<file path="src/rtl/intc_pkg.sv">
// Shared constants and types for the interrupt controller register block.
// Latency: n/a (declarations only).
// Backpressure: n/a.
package intc_pkg;

    localparam logic [31:0] INTC_ADDR_BASE = 32'h0009_0000;
    localparam int          INTC_NUM_REGS  = 20;

    // Byte offsets of the word registers relative to INTC_ADDR_BASE
    localparam logic [7:0] INTCR_OFS = 8'h00;
    localparam logic [7:0] INTSR_OFS = 8'h04;
    localparam logic [7:0] IENR_OFS  = 8'h08;
    localparam logic [7:0] IDISR_OFS = 8'h0C;
    localparam logic [7:0] IPNDR_OFS = 8'h10;
    localparam logic [7:0] ICLRR_OFS = 8'h14;
    localparam logic [7:0] IMSKR_OFS = 8'h18;
    localparam logic [7:0] IVECR_OFS = 8'h1C;
    localparam logic [7:0] ITRGR_OFS = 8'h20;
    localparam logic [7:0] IPOLR_OFS = 8'h24;
    localparam logic [7:0] IPR0_OFS  = 8'h28;
    localparam logic [7:0] IPR1_OFS  = 8'h2C;
    localparam logic [7:0] IPR2_OFS  = 8'h30;
    localparam logic [7:0] IPR3_OFS  = 8'h34;
    localparam logic [7:0] IPR4_OFS  = 8'h38;
    localparam logic [7:0] IPR5_OFS  = 8'h3C;
    localparam logic [7:0] IPR6_OFS  = 8'h40;
    localparam logic [7:0] IPR7_OFS  = 8'h44;
    localparam logic [7:0] IPR8_OFS  = 8'h48;
    localparam logic [7:0] IPRN_OFS  = 8'h4C;

    typedef enum logic {IDLE, ACCESS} apb_state_t;

endpackage

</file>
<file path="src/rtl/intc_apb_decode.sv">
// Address decode: register index plus the illegal-access flag (misaligned, out of range, RO write).
// Latency: purely combinational.
// Backpressure: none; evaluates whatever address is presented.
module intc_apb_decode #(
    parameter int                    ADDR_WIDTH = 32,
    parameter logic [ADDR_WIDTH-1:0] ADDR_BASE  = 32'h0009_0000,
    parameter int                    NUM_REGS   = 20,
    parameter int                    IDX_WIDTH  = (NUM_REGS > 1) ? $clog2(NUM_REGS) : 1,
    parameter logic [NUM_REGS-1:0]   RO_MASK    = '0
) (
    input  logic [ADDR_WIDTH-1:0] paddr,
    input  logic                  pwrite,
    output logic                  err,
    output logic [IDX_WIDTH-1:0]  idx
);

    localparam logic [ADDR_WIDTH-1:0] LAST_WORD = ADDR_WIDTH'(NUM_REGS - 1);

    logic [ADDR_WIDTH-1:0] ofs;
    logic [ADDR_WIDTH-1:0] word;
    logic                  aligned;
    logic                  in_range;
    logic                  ro;

    // Word offset from the base, range/alignment tests and the read-only lookup
    always_comb begin
        ofs      = paddr - ADDR_BASE;
        word     = ofs >> 2;
        aligned  = (paddr[1:0] == 2'b00);
        in_range = (paddr >= ADDR_BASE) && (word <= LAST_WORD);
        idx      = word[IDX_WIDTH-1:0];
        ro       = 1'b0;
        for (int i = 0; i < NUM_REGS; i++) begin
            if (in_range && (word == ADDR_WIDTH'(i))) begin
                ro = RO_MASK[i];
            end
        end
        err = !aligned || !in_range || (pwrite && ro);
    end

endmodule

</file>
<file path="src/rtl/intc_apb_if.sv">
// APB3 slave front-end: latches the setup phase, inserts WAIT_CYCLES wait states, strobes the register file.
// Latency: setup cycle plus 1+WAIT_CYCLES access cycles; PREADY/PRDATA/strobes are combinational.
// Backpressure: PREADY held low during wait states; dropping PSEL/PENABLE mid-access aborts without a strobe.
module intc_apb_if
    import intc_pkg::*;
#(
    parameter int                    ADDR_WIDTH  = 32,
    parameter int                    DATA_WIDTH  = 32,
    parameter logic [ADDR_WIDTH-1:0] ADDR_BASE   = ADDR_WIDTH'(INTC_ADDR_BASE),
    parameter int                    NUM_REGS    = INTC_NUM_REGS,
    parameter int                    WAIT_CYCLES = 0,
    parameter logic [NUM_REGS-1:0]   RO_MASK     = '0
) (
    input  logic                  PCLK,
    input  logic                  PRESETn,
    input  logic                  PSEL,
    input  logic                  PENABLE,
    input  logic                  PWRITE,
    input  logic [ADDR_WIDTH-1:0] PADDR,
    input  logic [DATA_WIDTH-1:0] PWDATA,
    output logic [DATA_WIDTH-1:0] PRDATA,
    output logic                  PREADY,
    output logic                  PSLVERR,
    output logic [ADDR_WIDTH-1:0] reg_addr,
    output logic [DATA_WIDTH-1:0] reg_wdata,
    output logic                  wren,
    output logic                  rden,
    input  logic [DATA_WIDTH-1:0] rdata_in
);

    localparam int               CNT_W   = (WAIT_CYCLES > 0) ? $clog2(WAIT_CYCLES + 1) : 1;
    localparam logic [CNT_W-1:0] CNT_MAX = CNT_W'(WAIT_CYCLES);
    localparam int               IDX_W   = (NUM_REGS > 1) ? $clog2(NUM_REGS) : 1;

    apb_state_t       state_q;
    apb_state_t       state_d;
    logic [CNT_W-1:0] cnt_q;
    logic [CNT_W-1:0] cnt_d;
    logic             wr_q;
    logic             err_q;
    logic             setup;
    logic             dec_err;
    // The index is consumed by verification models; this block only needs the error flag
    logic [IDX_W-1:0] dec_idx_unused;

    intc_apb_decode #(
        .ADDR_WIDTH (ADDR_WIDTH),
        .ADDR_BASE  (ADDR_BASE),
        .NUM_REGS   (NUM_REGS),
        .IDX_WIDTH  (IDX_W),
        .RO_MASK    (RO_MASK)
    ) u_decode (
        .paddr  (PADDR),
        .pwrite (PWRITE),
        .err    (dec_err),
        .idx    (dec_idx_unused)
    );

    // State, wait counter and the setup-phase capture of address, data, direction and error
    always_ff @(posedge PCLK) begin
        if (!PRESETn) begin
            state_q   <= IDLE;
            cnt_q     <= '0;
            reg_addr  <= '0;
            reg_wdata <= '0;
            wr_q      <= 1'b0;
            err_q     <= 1'b0;
        end else begin
            state_q <= state_d;
            cnt_q   <= cnt_d;
            if (setup) begin
                reg_addr  <= PADDR;
                reg_wdata <= PWDATA;
                wr_q      <= PWRITE;
                err_q     <= dec_err;
            end
        end
    end

    // Next state, counter advance and PREADY; an access phase without a setup phase is ignored
    always_comb begin
        state_d = state_q;
        cnt_d   = cnt_q;
        setup   = 1'b0;
        PREADY  = 1'b0;
        case (state_q)
            IDLE: begin
                if (PSEL && !PENABLE) begin
                    setup   = 1'b1;
                    cnt_d   = '0;
                    state_d = ACCESS;
                end
            end
            ACCESS: begin
                if (!(PSEL && PENABLE)) begin
                    state_d = IDLE;
                end else if (cnt_q == CNT_MAX) begin
                    PREADY  = 1'b1;
                    state_d = IDLE;
                end else begin
                    cnt_d = cnt_q + 1'b1;
                end
            end
        endcase
    end

    // Completion-cycle outputs; errored accesses return zero data and never strobe
    always_comb begin
        wren    = PREADY && wr_q && !err_q;
        rden    = PREADY && !wr_q && !err_q;
        PSLVERR = PREADY && err_q;
        PRDATA  = rden ? rdata_in : '0;
    end

endmodule

</file>
<file path="config.mk">
export PLATFORM = sky130hd
export DESIGN_NAME = intc_apb_if
export DESIGN_NICKNAME = d
export VERILOG_FILES = /design/src/rtl/intc_pkg.sv /design/src/rtl/intc_apb_decode.sv /design/src/rtl/intc_apb_if.sv
export SDC_FILE = /design/constraint.sdc
export NUM_CORES = 1
export LEC_CHECK = 0
export BUFFER_PORTS_ARGS = -buffer_cell sky130_fd_sc_hd__buf_2
export CORE_MARGIN = 2
export CORE_UTILIZATION = 41
export DETAILED_ROUTE_END_ITERATION = 8
export GPL_ROUTABILITY_DRIVEN = 0
export PLACE_DENSITY_LB_ADDON = 0.3
export SLEW_MARGIN = 20
export SYNTH_ARGS = -nofsm -noshare
export SYNTH_HDL_FRONTEND = slang
export SYNTH_SLANG_ARGS = --single-unit
</file>
<file path="constraint.sdc">
create_clock -name PCLK -period 1.6 [get_ports PCLK]
set_input_delay 0.4 -clock PCLK [delete_from_list [all_inputs] [get_ports PCLK]]
set_output_delay 0.4 -clock PCLK [all_outputs]
set_load 0.01 [all_outputs]
</file>
==> flow_summary.toml, run 1 <==
[cts]
clk_pin_slew_ns = 0.08
clk_latency_ns = 0.34
cts_root_buffer = "clkbuf_8"
cts_buffers = 9
cts_sinks = 67
htreeDepth = 3
cts_tree = "yes"
clk_path_buf_depth = 2
holdBufCountCts = 0

[pwr]
power_w = 0.00356
cellLeakagePower_nw = 2.15
peakVddDrop_v = 0.000625
powerDensity_nw_per_um2 = 797

[timing]
hold_slack_ns = 0.304
max_freq_mhz = 539
rsz0062_at_grt = "true"
slew_violations = 0
finalClockSkew_ns = 0.00818
post-route-min-period_ns = 1.86
setup_viol = 35
worstMarginPinSlew_ns = 0.453
maxSlewHeadroom = 0.695
final_hold_viol_count = 0
setup_slack_ns = -0.257
finalCritPeriodShare = 1.16

[yosys]
syn_avg_cell_area_um2 = 8.07
seq_area_frac_synth = 0.478
synth_top_area_cell = "dfxtp_1"
yosys_register_bits = 67
yosys_warnings = 0
yosysTopAreaCellShare = 0.478
ys_types = 22
syn_inst = 348
synth_area_um2 = 2810
synthTopCellsByArea = "dfxtp_1 48%, nand2_1 18%, a21boi_0 17%"
syn_nets = 449

[floorplan]
num_rows = 30
die_w_um = 86.8
die_h_um = 86.8
start_util = 0.418
core_area_um2 = 6720
io-pin-count = 201
die_area_um2 = 7530

[grt]
grt_pass1_vias = 2798
grt_pass1_wl_um = 12800
grt.overflow.total = 0
gr-usage-all-layers = 0.220
grt_start_max_net_pins = 45
antenna_found_initial = 0

[cells_and_area]
synthToLayoutAreaGrowth_pct = 59.1
fillers = 590
design_area_um2 = 4470
diodes = 0
final_util = 0.665
drive_gt1_frac = 0.485
nets = 657

[placed_design]
dpl_worst_slack_ns = -0.0719
dp_hpwl_um = 6450
numPortBuffers = 200
place_area_um2 = 3950

[setup_path]
cp.arrival_ns = 1.46
crit_fanout = 8
critPathRequiredTime_ns = 1.20
start_kind = "flip-flop"
critPathCaptureType = "output pin"
criticalPathCategory = "flip-flop to output pin"

[route]
vias_per_cell = 4.88
firstDrtPassIters = 4
ant_nets = 0
wl_um = 9340
drc = 0
vias = 3129
drtIter0Drc = 142
wl_per_cell_um = 14.6

[outcome]
violations = "negative setup slack"
outcome = "complete, but fails checks"

[worst_hold_path]
min_path_type = "primary input to flip-flop"

[run]
maxCapViolCount = 0
==> where the power goes <==
part / total, W / leakage, nW / switching (W) / internal (W)
logic: 0.000528 / 1.52 / 0.000272 / 0.000255
registers: 0.00179 / 0.548 / 0.0000405 / 0.00175
clock network: 0.00125 / 0.0843 / 0.000649 / 0.000601
==> what timing repair did <==
| action | 4_1_cts | 5_1_grt |
|---|---|---|
| buffers inserted | 2 | 2 |
| gates resized for setup | 15 | 61 |
| cloned | 1 | 3 |
| setup endpoints to repair | 35 | 35 |
| pin swaps | 4 | 30 |
==> layout make-up <==
type | instances | area [µm²] | share of cell area
inverters | 2 | 7.51 | 0.00168
repair buffers | 221 | 1380 | 0.309
clock buffers | 10 | 138 | 0.0308
clock inverters | 6 | 41.3 | 0.00924
well taps | 80 | 100 | 0.0224
multi-input cells | 255 | 1460 | 0.326
flip-flops and latches | 67 | 1340 | 0.300
==> per-stage QoR <==
step / std cells / setup TNS [ns]
after floorplan: 348 / 0
final: 641 / -7.61
after detailed placement: 619 / -0.858
after CTS: 638 / -9.37
after global placement: 619 / -0.275
after global routing: 641 / -9.65
==> metal layers <==
layer / up-vias / part of all wire / track usage
met5: - / 0 / 0
met4: 0 / 0.028 / 0.0909
met3: 23 / 0.074 / 0.0610
met2: 134 / 0.51 / 0.397
met1: 1432 / 0.39 / 0.240
li1: 1540 / - / -
==> path summary, 6_finish.rpt <==
path	start	endpoint	slack (ns)	cells past startpoint
min reg2reg	reg_addr[19]$_SDFFE_PN0P_	reg_addr[19]$_SDFFE_PN0P_	0.46	2
min	PWDATA[3]	reg_wdata[3]$_SDFFE_PN0P_	0.30	3
max	state_q$_SDFF_PN0_	PRDATA[16]	-0.26	6
max reg2reg	state_q$_SDFF_PN0_	reg_wdata[8]$_SDFFE_PN0P_	0.21	5
==> cell usage in the layout (no fill, tap or decap) <==
cell type   synthesis  final
clkinvlp_4          0      3
buf_12              0      1
xor2_1              2      2
nand4_1             3      3
dfxtp_2             0      1
buf_4               1     14
nand2_2             0      1
nor4b_1             2      2
nor4_1              4      4
and2_1             34      6
buf_2               8    170
inv_2               0      1
nor3b_4             0      1
nor3b_2             1      1
dfxtp_1            67     66
a21boi_0           65     65
nand2_1           131    130
o31ai_1             1      1
buf_6               0     36
o21ai_0             3      3
nor2_1              4      4
clkbuf_8            0     10
clkinv_4            0      1
o211ai_1            1      1
nand3_4             0      1
inv_1               2      1
clkinv_2            0      2
nor3_4              0      1
a21oi_1             1      1
and2_4              0     28
==> synth_stat cells <==
cell type,n
o211ai_1,1
o31ai_1,1
buf_1,1
nand2_1,131
nor4_1,4
dfxtp_1,67
a21boi_0,65
and2_1,34
buf_2,8
xor2_1,2
buf_4,1
o21ai_0,3
nor3b_2,1
nor4b_1,2
nand3_1,1
nor3_2,1
nor3b_1,1
inv_1,2
nor2_1,4
a21oi_1,1
clkbuf_1,14
nand4_1,3
==> logic make-up (layout without fill, tap and decap cells) <==
kind of cell | after synthesis | after routing | share of synthesized area
and+or+nand+nor | 182 | 182 | 0.290
AOI/OAI and AO/OA | 71 | 71 | 0.186
DFF | 67 | 67 | 0.478
buffers and inverters | 26 | 239 | 0.0396
xor gates and xnor gates | 2 | 2 | 0.00624
==> registers in the layout, indices dropped and copies added (netlist names) <==
register / cells
err_q: 1
wr_q: 1
state_q: 1
reg_addr: 32
reg_wdata: 32
==> critical path, cell delays in order (launching register included) <==
cell and delay [ns]:
dfxtp_2 0.37, nand3_4 0.08, nor3_4 0.12, buf_6 0.15, buf_6 0.14, and2_1 0.14, buf_2 0.13
(Power assumes the default switching activity.)
==> run 2, diff against run 1 <==
Settings changed: CORE_UTILIZATION 41 to 37, HOLD_SLACK_MARGIN from default to 0.02, REMOVE_ABC_BUFFERS from default to 1.
Clock period 1.6 ns to 1.7 ns, I/O delays scaled along.
==> run 2 against run 1 <==
The flow still finishes with violations (negative setup slack). Final cell count up 2.8%. Design area up 1.6%. Sequential power down 6%. Worst setup slack better by 0.12 ns. Die area up 10%. Clock skew down 0.0019 ns. Sequential share of layout area down 0.39 points. Global-route usage down 1.9 points. Clock-buffer cell count unchanged. Non-clock buffer count down 1. Worst hold slack better by 0.018 ns. Critical endpoint is now PRDATA[0]. Largest cell class unchanged.
==> flow_summary.toml, run 2 (synthesis results as in run 1) <==
[worst_hold_path]
min_path_type = "primary input to flip-flop"

[route]
vias = 3033
wl_um = 8920
ant_nets = 0
wl_per_cell_um = 13.5
firstDrtPassIters = 4
top_layer = "met4"
met3_length_um = 827
vias_per_cell = 4.60
wl_met1_um = 3470
met2_length_um = 4510
drtIter0Drc = 73
drc = 0

[setup_path]
critPathCaptureType = "output pin"
crit_fanout = 7
cp.arrival_ns = 1.42
start_kind = "flip-flop"
critPathRequiredTime_ns = 1.27
criticalPathCategory = "flip-flop to output pin"

[cts]
holdBufCountCts = 0
clk_latency_ns = 0.34
cts_root_buffer = "clkbuf_8"
clk_pin_slew_ns = 0.08
cts_tree = "yes"
clk_path_buf_depth = 2
cts_sinks = 67
cts_buffers = 9
htreeDepth = 3

[timing]
finalCritPeriodShare = 1.08
worstMarginPinSlew_ns = 0.353
rsz0062_at_grt = "true"
final_hold_viol_count = 0
setup_tns_ns = -4.15
maxSlewHeadroom = 0.762
slew_violations = 0
max_freq_mhz = 543
finalClockSkew_ns = 0.00630
setup_viol = 35
setup_slack_ns = -0.140
hold_slack_ns = 0.322
post-route-min-period_ns = 1.84

[run]
maxCapViolCount = 0

[floorplan]
die_w_um = 91.1
io-pin-count = 201
core_area_um2 = 7290
num_rows = 31
die_area_um2 = 8300
die_h_um = 91.1
start_util = 0.385

[outcome]
violations = "negative setup slack"
outcome = "complete, but fails checks"

[cells_and_area]
final_cell_mix = "169 x buf_2, 130 x nand2_1, 65 x a21boi_0, 65 x dfxtp_1, 38 x buf_6"
diodes = 0
final_common_cell = "buf_2"
synthToLayoutAreaGrowth_pct = 61.6
drive_gt1_frac = 0.489
largestRegisters = "reg_addr x32, reg_wdata x32"
nets = 656

[grt]
gr-usage-all-layers = 0.200
antenna_found_initial = 0
grt_pass1_wl_um = 13400
grt.overflow.total = 0
grt_pass1_vias = 2850
grt_start_max_net_pins = 66

[pwr]
combPwrFrac = 0.140
power_frac_clock = 0.382
powerDensity_nw_per_um2 = 773
swShare = 0.260
internal_power_w = 0.00260
cellLeakagePower_nw = 2.18
seq_power_share = 0.478
peakVddDrop_v = 0.000474
switchingPower_w = 0.000911

[placed_design]
numPortBuffers = 200
dp_hpwl_um = 5960
-- run 2: changes by cell type in the layout (fill, tap and decap cells not counted), sizes merged --
cell / before / now
clkinv: 3 / 4
buf: 221 / 220
clkinvlp: 3 / 1
bufinv: 0 / 1
-- run 2: stage by stage --
stage                     worst slack [ns]  cells  cell area (µm²)  total power, W   util
after detailed placement           -0.0108    636             3960         0.00218  0.543
after global routing                -0.214    659             4540         0.00368  0.623
after floorplan                      -1.36    324             2710         0.00189      -
after CTS                           -0.177    658             4390         0.00353  0.602
after global placement              0.0280    636             3960         0.00217  0.543
final                               -0.140    659             4540         0.00351  0.623
-- run 2: path summary, 6_finish.rpt --
kind / start / end / slack (ns) / cells after the start
hold / removal: PWDATA[28] / reg_wdata[28]$_SDFFE_PN0P_ / 0.32 / 3
hold reg to reg: reg_addr[1]$_SDFFE_PN0P_ / reg_addr[1]$_SDFFE_PN0P_ / 0.46 / 2
setup reg to reg: state_q$_SDFF_PN0_ / reg_addr[13]$_SDFFE_PN0P_ / 0.20 / 5
setup / recovery: state_q$_SDFF_PN0_ / PRDATA[0] / -0.14 / 6
-- run 2: power by group through the flow --
stage / Combinational [W] / Clock (W) / Sequential (W)
after floorplan: 0.000147 / 0 / 0.00175
after global placement: 0.000457 / 0 / 0.00171
after detailed placement: 0.000464 / 0 / 0.00171
after CTS: 0.000482 / 0.00137 / 0.00168
after global routing: 0.000541 / 0.00145 / 0.00169
final: 0.000490 / 0.00134 / 0.00168
-- run 2: worst max-delay path: stages, from the launching register on --
cell and delay [ns]:
dfxtp_4 0.36, nand3_4 0.07, nor3_4 0.13, buf_6 0.15
buf_6 0.13, and2_4 0.14, buf_6 0.09
-- run 2: cell type report --
class	count	area [µm²]
inverter	2	7.51
fill	640	2750
timing repair buffer	220	1400
clock inverter	6	65.1
sequential	67	1350
tap	99	124
clock buffer	10	138
multi-input combinational	255	1460
-- run 2: what timing repair did --
item | in CTS | in global routing
buffers inserted | 3 | 1
setup endpoints to repair | 35 | 35
gates cloned | 3 | 0
resized for setup | 45 | 34
pin swaps | 35 | 1
-- run 2: metal layers --
layer,track usage,vias up
met3,0.0747,11
met4,0.0682,0
met2,0.362,132
met5,0,-
met1,0.213,1358
li1,-,1532
==> run 3, diff against run 2 <==
Settings changed: REMOVE_ABC_BUFFERS 1 to default, SKIP_LAST_GASP from default to 1.
==> run 3 against run 2 <==
The flow still finishes with violations (negative setup slack). Critical path depth unchanged. Largest power group unchanged. Sequential cell count did not move. Worst hold slack better by 0.012 ns. Power down 7.0%. Critical endpoint is now PRDATA[28]. Final cell count did not move. Die area is the same. Critical path type unchanged.
==> flow_summary.toml, run 3 (synthesis results as in run 1) <==
[cells_and_area]
synthToLayoutAreaGrowth_pct = 58.2
drive_gt1_frac = 0.475
final_cell_mix = "174 x buf_2, 130 x nand2_1, 65 x a21boi_0, 65 x dfxtp_1, 31 x buf_6"
final_common_cell = "buf_2"
nets = 657
diodes = 0
fillers = 690
largestRegisters = "reg_addr x32, reg_wdata x32"

[setup_path]
worstSetupStartpoint = "state_q$_SDFF_PN0_"
max_stage_delay_ns = 0.37
r2r-start = "state_q$_SDFF_PN0_"
cp.arrival_ns = 1.52
crit_path_top_delay_cell = "dfxtp_4"
reg2reg_to = "reg_addr[25]$_SDFFE_PN0P_"
r2r_slack_ns = 0.27
r2r_cells = 5
critPathCaptureType = "output pin"
worstPathCellList = "nand3_4, nor3_4, buf_6, buf_6, and2_1, buf_2"
crit_fanout = 8
criticalPathCategory = "flip-flop to output pin"
critPathRequiredTime_ns = 1.27
critPathMostFrequentCell = "buf_6"
start_kind = "flip-flop"

[route]
wl_um = 9330
firstDrtPassIters = 6
drtIter0Drc = 105
ant_nets = 0
drc = 0
vias = 3053
wl_per_cell_um = 14.2
vias_per_cell = 4.63

[timing]
setup_slack_ns = -0.243
rsz0062_at_grt = "true"
max_freq_mhz = 515
maxSlewHeadroom = 0.700
slew_violations = 0
final_hold_viol_count = 0
worstMarginPinSlew_ns = 0.445
post-route-min-period_ns = 1.94
finalCritPeriodShare = 1.14
finalClockSkew_ns = 0.00776
setup_viol = 33

[floorplan]
core_area_um2 = 7290
num_rows = 31
die_w_um = 91.1
io-pin-count = 201
die_h_um = 91.1
die_area_um2 = 8300
start_util = 0.385

[grt]
grt_start_max_net_pins = 49
grt_pass1_wl_um = 13300
gr-usage-all-layers = 0.199
antenna_found_initial = 0
grt.overflow.total = 0
grt_pass1_vias = 2676

[cts]
holdBufCountCts = 0
cts_root_buffer = "clkbuf_8"
cts_tree = "yes"
htreeDepth = 3
cts_sinks = 67
clk_path_buf_depth = 2
clk_latency_ns = 0.32
cts_buffers = 9
clk_pin_slew_ns = 0.07

[pwr]
power_frac_clock = 0.335
powerDensity_nw_per_um2 = 734
swShare = 0.266
combPwrFrac = 0.151
internal_power_w = 0.00240
seq_power_share = 0.515
power_w = 0.00326
peakVddDrop_v = 0.000429
cellLeakagePower_nw = 2.15
switchingPower_w = 0.000867

[worst_hold_path]
hold_end = "reg_wdata[30]$_SDFFE_PN0P_"
whs_path_depth = 3
min_path_type = "primary input to flip-flop"
min_from = "PWDATA[30]"

[outcome]
outcome = "complete, but fails checks"
violations = "negative setup slack"

[placed_design]
numPortBuffers = 200
dpl_worst_slack_ns = -0.0827
dp_hpwl_um = 6310

[run]
maxCapViolCount = 0
## run 3: cell count changes in the layout (fill, tap and decap cells not counted), moves of 3 or more
cell	previous run	this run
buf_6	38	31
and2_1	4	9
and2_4	30	25
buf_2	169	174
buf_4	11	14
## run 3: area by class of cell
| cell class | instances | area [µm²] | share of cell area |
|---|---|---|---|
| flip-flops and latches | 67 | 1350 | 0.303 |
| repair buffers | 221 | 1360 | 0.306 |
| well taps | 99 | 124 | 0.0279 |
| multi-input cells | 255 | 1450 | 0.326 |
| clock buffers | 10 | 128 | 0.0287 |
| clock inverters | 5 | 31.3 | 0.00704 |
| inverters | 2 | 7.51 | 0.00169 |
## run 3: through the flow
step / area (µm²) / setup TNS, ns / util / hold slack, ns / instances
5_1_grt: 4440 / -9.34 / 0.609 / 0.328 / 659
6_report: 4440 / -6.82 / 0.609 / 0.334 / 659
3_3_place_gp: 3980 / -0.0820 / 0.545 / 0.446 / 638
4_1_cts: 4190 / -5.28 / 0.575 / 0.327 / 656
3_5_place_dp: 3980 / -0.921 / 0.545 / 0.453 / 638
2_1_floorplan: 2810 / 0 / - / 0.463 / 348
## run 3: metal layers
metal,track usage,vias to the layer above,part of all wire
met3,0.0456,13,0.065
met4,0.0682,0,0.020
met1,0.251,1379,0.42
li1,-,1545,-
met5,0,-,0
met2,0.333,116,0.50
## run 3: worst max path at each step
stage	endpoint	slack, ns	cells past startpoint
2_1_floorplan	PRDATA[15]	0.04	4
3_3_place_gp	err_q$_SDFFE_PN0P_	-0.08	6
5_1_grt	PRDATA[0]	-0.32	6
4_1_cts	PRDATA[28]	-0.17	6
3_5_place_dp	err_q$_SDFFE_PN0P_	-0.08	6
6_report	PRDATA[28]	-0.24	6
## run 3: power by group through the flow
stage	clock [W]	combinational [W]	sequential (W)
after floorplan	0	0.000171	0.00175
after global placement	0	0.000461	0.00171
after detailed placement	0	0.000469	0.00171
after CTS	0.00113	0.000475	0.00168
after global routing	0.00122	0.000541	0.00169
final	0.00109	0.000492	0.00168
## run 3: critical path: cells and delay by family (launching register included)
| family | cells | cell delay (ns) |
|---|---|---|
| buffers and inverters | 3 | 0.41 |
| AND/OR/NAND/NOR | 3 | 0.42 |
| flip-flops | 1 | 0.37 |
## run 3: what timing repair did
item                       4_1_cts  5_1_grt
pin swaps                        0       26
setup endpoints to repair       34       35
gates cloned                     1        3
gates resized for setup          5       66
buffers inserted                 2        2
